**src/rtl/controle_elevador_pkg.sv**
```systemverilog
// Shared definitions for the elevator controller: state encodings,
// default timing constants and the timer width helper.
package controle_elevador_pkg;

   localparam logic [1:0] PARADO       = 2'd0;
   localparam logic [1:0] SUBINDO      = 2'd1;
   localparam logic [1:0] DESCENDO     = 2'd2;
   localparam logic [1:0] PORTA_ABERTA = 2'd3;

   localparam int N_ANDARES_DEF    = 10;
   localparam int CICLOS_ANDAR_DEF = 8;
   localparam int CICLOS_PORTA_DEF = 4;

   // Timer must hold values up to max(CICLOS_ANDAR, CICLOS_PORTA)-1; never narrower than 1 bit.
   function automatic int larg_timer(input int ciclos_andar, input int ciclos_porta);
      int maior;
      maior = (ciclos_andar > ciclos_porta) ? ciclos_andar : ciclos_porta;
      return (maior > 1) ? $clog2(maior) : 1;
   endfunction

endpackage

```
**src/rtl/controle_elevador_sobeoudesce.sv**
```systemverilog
// Direction decision: s=1 when the requested floor lies above the current one,
// i.e. the sign of (andar - botao). Equality reports 0 ("desce").
module sobeoudesce (
   input  logic [3:0] andar,
   input  logic [3:0] botao,
   output logic       s
);

   logic signed [4:0] dif_s;

   assign dif_s = $signed({1'b0, andar}) - $signed({1'b0, botao});
   assign s     = (dif_s < 5'sd0);

endmodule

```
**src/rtl/controle_elevador.sv**
```systemverilog
// Single-request elevator controller: travels floor by floor toward a latched
// target, opens the door on arrival, then returns to idle.
module controle_elevador
   import controle_elevador_pkg::*;
#(
   parameter int N_ANDARES    = N_ANDARES_DEF,
   parameter int CICLOS_ANDAR = CICLOS_ANDAR_DEF,
   parameter int CICLOS_PORTA = CICLOS_PORTA_DEF
) (
   input  logic       clk,
   input  logic       rst_n,
   input  logic [3:0] botao,
   input  logic       botao_valido,
   output logic [3:0] andar,
   output logic       sobe,
   output logic       desce,
   output logic       porta_aberta,
   output logic       chegou,
   output logic       ocupado
);

   localparam int              TW        = larg_timer(CICLOS_ANDAR, CICLOS_PORTA);
   localparam logic [4:0]      LIM_ANDAR = 5'(N_ANDARES);
   localparam logic [TW-1:0]   FIM_ANDAR = TW'(CICLOS_ANDAR - 1);
   localparam logic [TW-1:0]   FIM_PORTA = TW'(CICLOS_PORTA - 1);

   logic [1:0]    state_q, state_d;
   logic [3:0]    andar_q, andar_d;
   logic [3:0]    alvo_q,  alvo_d;
   logic [TW-1:0] timer_q, timer_d;
   logic          chegou_q, chegou_d;

   logic          dir_sobe;
   logic          pedido_ok_s;
   logic [3:0]    andar_acima_s;
   logic [3:0]    andar_abaixo_s;

   sobeoudesce u_dir (
      .andar (andar_q),
      .botao (botao),
      .s     (dir_sobe)
   );

   assign pedido_ok_s    = botao_valido && ({1'b0, botao} < LIM_ANDAR);
   assign andar_acima_s  = andar_q + 4'd1;
   assign andar_abaixo_s = andar_q - 4'd1;

   // Next-state logic for the controller state, position, target, timer and arrival pulse.
   always_comb begin
      state_d  = state_q;
      andar_d  = andar_q;
      alvo_d   = alvo_q;
      timer_d  = timer_q;
      chegou_d = 1'b0;
      case (state_q)
         PARADO: begin
            if (pedido_ok_s) begin
               alvo_d  = botao;
               timer_d = '0;
               // Equality must be caught here: the direction unit reports "desce" on it.
               if (botao == andar_q) begin
                  state_d  = PORTA_ABERTA;
                  chegou_d = 1'b1;
               end else if (dir_sobe) begin
                  state_d = SUBINDO;
               end else begin
                  state_d = DESCENDO;
               end
            end else begin
               state_d = PARADO;
            end
         end
         SUBINDO: begin
            if (timer_q == FIM_ANDAR) begin
               timer_d = '0;
               andar_d = andar_acima_s;
               if (andar_acima_s == alvo_q) begin
                  state_d  = PORTA_ABERTA;
                  chegou_d = 1'b1;
               end else begin
                  state_d = SUBINDO;
               end
            end else begin
               timer_d = timer_q + {{(TW-1){1'b0}}, 1'b1};
            end
         end
         DESCENDO: begin
            if (timer_q == FIM_ANDAR) begin
               timer_d = '0;
               andar_d = andar_abaixo_s;
               if (andar_abaixo_s == alvo_q) begin
                  state_d  = PORTA_ABERTA;
                  chegou_d = 1'b1;
               end else begin
                  state_d = DESCENDO;
               end
            end else begin
               timer_d = timer_q + {{(TW-1){1'b0}}, 1'b1};
            end
         end
         PORTA_ABERTA: begin
            if (timer_q == FIM_PORTA) begin
               timer_d = '0;
               state_d = PARADO;
            end else begin
               timer_d = timer_q + {{(TW-1){1'b0}}, 1'b1};
            end
         end
         default: begin
            state_d = PARADO;
            timer_d = '0;
         end
      endcase
   end

   // Controller registers; reset aborts any trip or door cycle with no resume.
   always_ff @(posedge clk or negedge rst_n) begin
      if (!rst_n) begin
         state_q  <= PARADO;
         andar_q  <= 4'd0;
         alvo_q   <= 4'd0;
         timer_q  <= '0;
         chegou_q <= 1'b0;
      end else begin
         state_q  <= state_d;
         andar_q  <= andar_d;
         alvo_q   <= alvo_d;
         timer_q  <= timer_d;
         chegou_q <= chegou_d;
      end
   end

   assign andar        = andar_q;
   assign chegou       = chegou_q;
   assign sobe         = (state_q == SUBINDO);
   assign desce        = (state_q == DESCENDO);
   assign porta_aberta = (state_q == PORTA_ABERTA);
   assign ocupado      = (state_q != PARADO);

endmodule
```
**config.mk**
```make
export PLATFORM = sky130hd
export DESIGN_NAME = controle_elevador
export DESIGN_NICKNAME = d
export VERILOG_FILES = /design/src/rtl/controle_elevador_pkg.sv /design/src/rtl/controle_elevador_sobeoudesce.sv /design/src/rtl/controle_elevador.sv
export SDC_FILE = /design/constraint.sdc
export NUM_CORES = 1
export LEC_CHECK = 0
export CAP_MARGIN = 20
export CORE_MARGIN = 3
export CORE_UTILIZATION = 34
export CTS_CLUSTER_SIZE = 10
export DETAILED_ROUTE_END_ITERATION = 7
export PLACE_DENSITY_LB_ADDON = 0.1
export SLEW_MARGIN = 25
export SYNTH_ARGS = -nofsm -noshare
export SYNTH_HDL_FRONTEND = slang
export SYNTH_SLANG_ARGS = --single-unit
```
**constraint.sdc**
```tcl
create_clock -name clk -period 2.01 [get_ports clk]
set_clock_uncertainty 0.05 [all_clocks]
set_input_delay 0.201 -clock clk [delete_from_list [all_inputs] [get_ports clk]]
set_output_delay 0.201 -clock clk [all_outputs]
set_load 0.005 [all_outputs]
```
# Yosys cells after proc, flatten, opt, wreduce, memory -nomap -nowiden
# Index checks and enable logic that the tools add are counted.
[classes]
n_addsub = 4
multipliers = 0
n_div = 0
n_lt_le_gt_ge = 2
n_eq_ne = 12
shift = 0
n_mux = 23
bitwise = 0
reduce_logical = 8
[op_table]
columns = ["operator", "count"]
rows = [
  ["two-way mux 2 bit", 7],
  ["== test 4 bit", 3],
  ["two-way mux 3 bit", 3],
  ["one-hot mux 3 bit (3 select lines)", 1],
  ["two-way mux 4 bit", 2],
  ["one-hot mux 2 bit (4 select lines)", 1],
  ["one-hot mux 4 bit (2 select lines)", 1],
  ["two-way mux 1 bit", 7],
  ["!= test 2 x 1 -> 1 bit (second input constant)", 3],
  ["AND reduction 3 bit", 2],
  ["less-than comparator 5 x 1 -> 1 bit (second input constant)", 1],
  ["subtractor 4 x 4 -> 5 bit", 1],
  ["adder 4 x 1 -> 4 bit (second input constant)", 1],
  ["== test 2 bit (second input constant)", 2],
  ["less-than comparator 4 bit (second input constant)", 1],
  ["nonzero test 2 bit", 2],
  ["subtractor 4 x 1 -> 4 bit (second input constant)", 1],
  ["adder 3 x 1 -> 3 bit (second input constant)", 1],
  ["== test 3 x 2 -> 1 bit (second input constant)", 1],
  ["== test 3 bit (second input constant)", 1],
  ["one-hot mux 1 bit (3 select lines)", 1],
  ["== test 2 x 1 -> 1 bit (second input constant)", 1],
  ["zero test 2 bit", 1],
  ["!= test 2 bit (second input constant)", 1],
  ["other kinds (3)", 3],
]
[totals]
reg_bits = 14
latchBits = 0
ramBits = 0
rom_bits = 0
in_bits = 7
output_inout_bits = 9
mem_count = 0

# Logic depth before layout (Yosys ltp)
# Gate-level depths: netlist of run 1.
[logic_depth]
word_depth = 6
mapped_depth = 7
ltp_nobuf = 7

# By module
# A second synthesis of run 1 with hierarchy kept.
[unflattened]
cells_unflattened = 116
hier_area_um2 = 1103.6
[modules_own_cells]
columns = ["mod", "n_inst", "cells_per_inst", "area_per_inst_um2", "seq_area_each_um2"]
rows = [
  ["controle_elevador", 1, 105, 1018.5, 350.3],
  ["sobeoudesce", 1, 11, 85.1, 0.0],
]

# Worst setup path after synthesis of run 1
# No wires, ideal clock.
[synth_path]
path_type = "register to register"
start = "register andar_q[0], in the netlist andar[0]"
end = "register state_q[0]"
setup_ns = 0.082
arrival_time_ns = 1.551
path_slack_ns = 0.327
path_stages_with_launch = 8
n_path_buf = 0
path_cell_list = "dfrtp_1 > inv_1 > ha_1 > xnor2_1 > nand3b_1 > nor3_2 > o21ai_0 > a31oi_1"
[synth_between]
elab_chain_cells = 6
[synth_lines]
columns = ["item", "line", "source"]
rows = [
  ["start, declared", "controle_elevador.sv:28", "logic [3:0] andar_q, andar_d;"],
  ["start signal, assigned", "controle_elevador.sv:126", "andar_q <= andar_d;"],
  ["subtractor 4 x 4 -> 5 bit", "controle_elevador_sobeoudesce.sv:11", "assign dif_s = $signed({1'b0, andar}) - $signed({1'b0, botao});"],
  ["less-than comparator 5 x 1 -> 1 bit", "controle_elevador_sobeoudesce.sv:12", "assign s = (dif_s < 5'sd0);"],
  ["two-way mux 2 bit", "controle_elevador.sv:64", "end else if (dir_sobe) begin"],
  ["two-way mux 2 bit", "controle_elevador.sv:61", "if (botao == andar_q) begin"],
  ["two-way mux 2 bit", "controle_elevador.sv:57", "if (pedido_ok_s) begin"],
  ["one-hot mux 2 bit (4 select lines) *", "controle_elevador.sv:55", "case (state_q)"],
  ["end signal, assigned", "controle_elevador.sv:125", "state_q <= state_d;"],
  ["end, declared", "controle_elevador.sv:27", "logic [1:0] state_q, state_d;"],
]
# Every way passes the cells marked *; elsewhere a longest branch is shown, timed or not. The select of a mux whose other input is x is not followed.
# A chain may end at the register's enable or synchronous reset.

# Final worst setup path of run 1
[layout_path]
start = "register state_q[1]"
end = "output port sobe"
[layout_between]
elab_chain_cells = 1
[layout_lines]
columns = ["item", "line", "source"]
rows = [
  ["== test 2 x 1 -> 1 bit", "controle_elevador.sv:135", "assign sobe = (state_q == SUBINDO);"],
  ["end, declared", "controle_elevador.sv:15", "output logic sobe,"],
]
# Every way passes these cells.

==> results_dict.tcl, run 1 <==
set metrics [dict create \
    wl_per_cell_um 14.1 \
    grt_pass1_vias 812 \
    antenna_found_initial 0 \
    grt_usage_pct 13.7 \
    ys.flop_type "dfrtp_1" \
    port_buffers 15 \
    route.met2.wl_um 999 \
    hold_violations 0 \
    ys_types 30 \
    syn_area_per_cell_um2 9.35 \
    clkLatencyLatePin_ps 280 \
    synth_area_um2 1030 \
    crit_path_max_fanout 9 \
    die_h_um 61 \
    drtIter0Drc 18 \
    wl_mm 2.26 \
    reg2reg_slack_ps 310 \
    cp.required_ps 1760 \
    period_minus_slack_ps 1940 \
    yosysWarnings 0 \
    cts_buffers 3 \
    cp-end-kind "output pin" \
    num_antenna_cells 0 \
    synth-async-reset-ratio_pct 100 \
    start_kind "register" \
    crit_path_cell_trace "inv_1 -> ha_1 -> clkdlybuf4s50_1" \
    max_slew.worst_pin.slew_ps 678 \
    syn_nets 131 \
    slowest_delay_ps 560 \
    vias 801 \
    layout.nets 151 \
    top_layer_used "met4" \
    cts_tree "yes" \
    post_drt_via_cell_ratio 5.01 \
    boundaryPins 16 \
    setup_viol 0 \
    drive_gt1_share_pct 12.4 \
    cts.clk_slew.worst_paths_ps 100 \
    status "finished clean" \
    dp_cells 155 \
    wl_met3_um 70 \
    syn_to_final_growth_pct 23.0 \
    cp_slowest_cell "clkdlybuf4s50_1" \
    grt_overflow 0 \
    std_cell_rows 19 \
    drtPass1Iterations 4 \
    place_congestion 0.738 \
    p_leak_nw 0.574 \
    final_common_cell "clkdlybuf4s50_1" \
    seq_area_frac_synth_pct 34.1 \
    cts_hold_buf 0 \
    power_density_nw_per_um2 1390 \
    rsz0062_at_grt "yes" \
    netlist_instances 110 \
    r2r_start "andar[0]$_DFFE_PN0P_" \
    final_antenna_net_count 0 \
    die_width_um 61 \
    setup_tns_ps 0 \
    clkSinkCount 14 \
    maxSlewViolCount 0 \
    reg2reg_depth 7 \
    start_util_pct 36.4 \
    r2r_end "state_q[0]$_DFFE_PN0P_" \
    root_buffer "clkbuf_4" \
    finalNonFillerCells 160 \
    critical_path_class "reg2out" \
    ctsHtreeMaxLevel 1 \
    ys_seq_elements 14 \
    cap_viol_max_count 0 \
    synth_edf_count 0 \
    final_cell_mix "clkdlybuf4s50_1, dfrtp_1, ha_1, inv_1, o21ai_0" \
    hp-class "in2async" \
    drt-met1-wl_mm 1.17 \
    dieArea_um2 3720 \
    irDropWorstVdd_uv 551 \
    fmax_mhz 515 \
    grt_max_degree 15 \
    post-route-period-util_pct 96.6 \
    drc_errors 0 \
    relSlewSlack_pct 54.7 \
    core_um2 2830 \
    clockBufferDepth 2 \
    grt_pass1_wl_mm 3.73 \
    arrival_ps 1690 \
    dp_hpwl_mm 1.78 \
]
==> kinds of logic after synthesis <==
kind of cell    count (synthesis)  synth area share [%]
buf+inv                        15                  5.72
simple gates                   26                  13.0
compound gates                 25                  14.6
fa+ha+maj                      14                  17.0
mux                             5                  5.47
xor+xnor                       11                  10.1
flops                          14                  34.1
==> repair_timing <==
item	4_1_cts	5_1_grt
buffers inserted	0	1
resized for setup	1	1
endpoints found under the hold margin	0	0
endpoints found under the setup margin	1	2
==> metal layers <==
layer / global-route usage, % / vias to the layer above
met4: 5.57 / 0
met2: 20.8 / 10
met1: 19.5 / 376
met5: 0 / -
met3: 1.91 / 2
li1: - / 413
==> sequential cells by signal, indices dropped and copies added, names as in the netlist <==
name / count
state_q: 2
timer_q: 3
chegou: 1
andar: 4
alvo_q: 4
==> layout make-up <==
class                   instances  area, um^2
inverters                      12        45.0
flip-flops and latches         14         350
clock buffers                   4        36.3
repair buffers                 18         173
well taps                      31        38.8
multi-input cells              81         622
fillers                       286        1560
==> critical path, delay by kind of cell (launching register included) <==
family	cells	cell delay (ps)
buffers and inverters	2	650
adders and majority gates	1	330
DFF	1	430
==> stage by stage <==
step                setup WS [ps]  hold WS [ps]  util, %  area, um^2  total power, W
floorplan                     327          -145        -        1030         0.00120
global placement              158           444     43.1        1220         0.00153
detailed placement            156           454     43.1        1220         0.00153
CTS                          2.58           289     44.4        1260         0.00176
global route                -21.5           313     44.7        1260         0.00193
finish                       67.7           271     44.7        1260         0.00176
==> power by group <==
group          switching (W)  internal (W)  leakage [nW]
Sequential          0.000102      0.000391         0.180
Combinational       0.000520      0.000536         0.373
Clock               0.000103      0.000110        0.0210
Total               0.000725       0.00104         0.574
==> synthesized netlist by cell type (all sizes together), types with 2 or more instances <==
cell	count	share of area, %
nand2	10	3.7
dfrtp	14	34
buf	2	0.97
ha	14	17
a22oi	2	1.5
nand2b	3	1.8
nor2	3	1.1
nor3	2	1.5
xnor2	9	8.4
o21ai	11	5.4
a31oi	2	1.2
mux2	5	5.5
xor2	2	1.7
a21oi	4	1.9
nand3	2	0.97
a21o	2	1.5
inv	12	4.4
==> how the worst max path moves through the flow <==
stage                           startpoint                     end  slack (ps)
finish              state_q[1]$_DFFE_PN0P_                    sobe          70
global route        state_q[1]$_DFFE_PN0P_                    sobe         -20
CTS                 state_q[0]$_DFFE_PN0P_                 ocupado           3
detailed placement                botao[2]  state_q[1]$_DFFE_PN0P_         160
global placement                  botao[2]  state_q[1]$_DFFE_PN0P_         160
floorplan             andar[0]$_DFFE_PN0P_  state_q[0]$_DFFE_PN0P_         330
Note: power is estimated with default switching activity, not from simulation.
==> inputs of run 2 (changes only) <==
--- a/config.mk
+++ b/config.mk
@@ -6,6 +6,7 @@
 export NUM_CORES = 1
 export LEC_CHECK = 0
 export CAP_MARGIN = 20
+export CORE_ASPECT_RATIO = 1.25
 export CORE_MARGIN = 3
 export CORE_UTILIZATION = 34
 export CTS_CLUSTER_SIZE = 10
@@ -14,4 +15,5 @@
 export SLEW_MARGIN = 25
 export SYNTH_ARGS = -nofsm -noshare
 export SYNTH_HDL_FRONTEND = slang
+export SYNTH_HIERARCHICAL = 1
 export SYNTH_SLANG_ARGS = --single-unit
==> run 2 against run 1 <==
Wire length grew 12%. Sequential share of layout area shrank 2.6 points. Clock power is essentially flat. Non-clock buffer count grew 6. Critical path type unchanged.
==> results_dict.tcl, run 2 <==
set metrics [dict create \
    cp_slowest_cell "clkdlybuf4s50_1" \
    final_util_pct 46.1 \
    period_minus_slack_ps 1960 \
    maxSlewViolCount 0 \
    ys.flop_type "dfrtp_1" \
    syn_nets 137 \
    synth_top_cells_by_count "dfrtp_1, ha_1, inv_1" \
    relSlewSlack_pct 79.5 \
    ys_top_cells_by_area "dfrtp_1, ha_1, xnor2_1, xor2_1, inv_1" \
    antenna_found_initial 0 \
    grt_usage_pct 13.9 \
    vias 874 \
    die_width_um 57.0 \
    place_congestion 0.744 \
    cts_tree "yes" \
    cp-end-kind "output pin" \
    ys_seq_elements 14 \
    drc_errors 0 \
    fin_hold_ws_ps 167 \
    clkLatencyLatePin_ps 290 \
    start_kind "register" \
    synth_largest_area_cell "dfrtp_1" \
    ctsHtreeMaxLevel 1 \
    irDropWorstVdd_uv 645 \
    slowest_delay_ps 550 \
    root_buffer "clkbuf_4" \
    post-route-period-util_pct 97.4 \
    final_cell_mix "clkdlybuf4s50_1, dfrtp_1, ha_1, inv_1, nand2_1" \
    grt_max_degree 15 \
    yosysWarnings 6 \
    power_w 0.00169 \
    grt_pass1_vias 924 \
    clkSinkCount 14 \
    ys_types 30 \
    netlist_instances 116 \
    drtIter0Drc 11 \
    max_slew.worst_pin.slew_ps 305 \
    rsz0062_at_grt "no" \
    crit_path_max_fanout 6 \
    synth_edf_count 0 \
    hold_violations 0 \
    crit_path_cell_trace "inv_1 -> ha_1 -> clkdlybuf4s50_1" \
    r2r_end "state_q[1]$_DFFE_PN0P_" \
    num_antenna_cells 0 \
    seq_area_frac_synth_pct 31.7 \
    boundaryPins 16 \
    fmax_mhz 511 \
    status "finished clean" \
    critical_path_class "reg2out" \
    cp.required_ps 1760 \
    syn_area_per_cell_um2 9.51 \
    grt_overflow 0 \
    port_buffers 15 \
    cap_viol_max_count 0 \
    start_util_pct 36.4 \
    dp_hpwl_mm 1.99 \
    hp-class "in2async" \
    synth_top_area_share_pct 31.7 \
    synth_area_um2 1100 \
    reg2reg_slack_ps 190 \
    cts.clk_slew.worst_paths_ps 100 \
    die_h_um 69.7 \
    cts_hold_buf 0 \
    layout.nets 164 \
    core_um2 3030 \
    drive_gt1_share_pct 13.4 \
    final_common_cell "clkdlybuf4s50_1" \
    dieArea_um2 3970 \
    post_cts_buffers 0 \
    cts_buffers 3 \
    post_drt_via_cell_ratio 4.91 \
    setup_viol 0 \
    clockBufferDepth 2 \
    wl_per_cell_um 14.2 \
    syn_to_final_growth_pct 26.5 \
    power_density_nw_per_um2 1210 \
    arrival_ps 1710 \
    grt_pass1_wl_mm 4.35 \
    synth-async-reset-ratio_pct 100 \
    final_antenna_net_count 0 \
    r2r_start "andar[1]$_DFFE_PN0P_" \
    p_leak_nw 0.627 \
    std_cell_rows 22 \
    drtPass1Iterations 4 \
    wl_mm 2.52 \
    reg2reg_depth 7 \
]
## run 2: cell count changes in the layout (fill, tap and decap cells not counted), moves of 2 or more
cell / before / now
a21o_1: 2 / 0
mux2_1: 0 / 4
nand2b_1: 3 / 7
o21ai_1: 0 / 4
xor2_1: 2 / 7
o21ai_0: 11 / 2
nor2_1: 3 / 5
a22oi_1: 2 / 0
mux2_2: 5 / 0
o2111ai_1: 0 / 2
buf_4: 3 / 9
o21bai_1: 0 / 2
## run 2: what timing repair did
item                                    in CTS  in global routing
gates cloned                                 0                  0
endpoints found under the setup margin       1                  1
pin swaps                                    0                  0
resized for setup                            1                  1
## run 2: worst max path at each step
| stage | startpoint | endpoint | slack, ps | cells past startpoint |
|---|---|---|---|---|
| floorplan | andar[0]$_DFFE_PN0P_ | state_q[1]$_DFFE_PN0P_ | 210 | 7 |
| global route | state_q[1]$_DFFE_PN0P_ | sobe | 8 | 3 |
| finish | state_q[1]$_DFFE_PN0P_ | sobe | 50 | 3 |
| global placement | botao[1] | state_q[1]$_DFFE_PN0P_ | 50 | 8 |
| CTS | state_q[0]$_DFFE_PN0P_ | desce | 60 | 3 |
| detailed placement | botao[1] | state_q[1]$_DFFE_PN0P_ | -6 | 8 |
## run 2: routing by layer
metal | routed length (um) | share of wire, % | track usage, %
met5 | 0 | 0 | 0
met4 | 33 | 1.3 | 3.87
met2 | 1300 | 51 | 23.8
met3 | 85 | 3.4 | 2.79
met1 | 1100 | 44 | 17.5
## run 2: layout make-up
type / count / area (um^2)
Fill cell: 306 / 1630
Multi-Input combinational cell: 88 / 702
Clock buffer: 4 / 36.3
Sequential cell: 14 / 350
Inverter: 12 / 45.0
Timing Repair Buffer: 24 / 218
Tap cell: 36 / 45.0
## run 2: report_power, final
part / internal, W / total, W / switching [W]
registers: 0.000381 / 0.000467 / 0.0000862
clock network: 0.000110 / 0.000215 / 0.000104
logic: 0.000489 / 0.00101 / 0.000519
total: 0.000981 / 0.00169 / 0.000709
## run 2: cells by family (layout without fill, tap and decap cells)
logic type,after synthesis,count (layout),share of synthesized area [%]
compound gates,19,19,11.3
xor+xnor,15,15,12.6
fa+ha+maj,14,14,15.9
buf+inv,14,40,5.78
flops,14,14,31.7
mux,5,5,4.99
simple gates,35,35,17.7
## run 2: worst max-delay path: cells and delay by family (launching register included)
kind	cells	cell delay, ps
adders and majority gates	1	290
buffers and inverters	2	670
DFF	1	460
## run 2: stage by stage
step	std cells	instance area, um^2	worst slack [ps]	setup TNS [ps]
2_1_floorplan	116	1100	208	0
3_3_place_gp	174	1350	46.9	0
3_5_place_dp	174	1350	-5.93	-5.93
4_1_cts	178	1390	56.4	0
5_1_grt	178	1400	7.74	0
6_report	178	1400	53.0	0
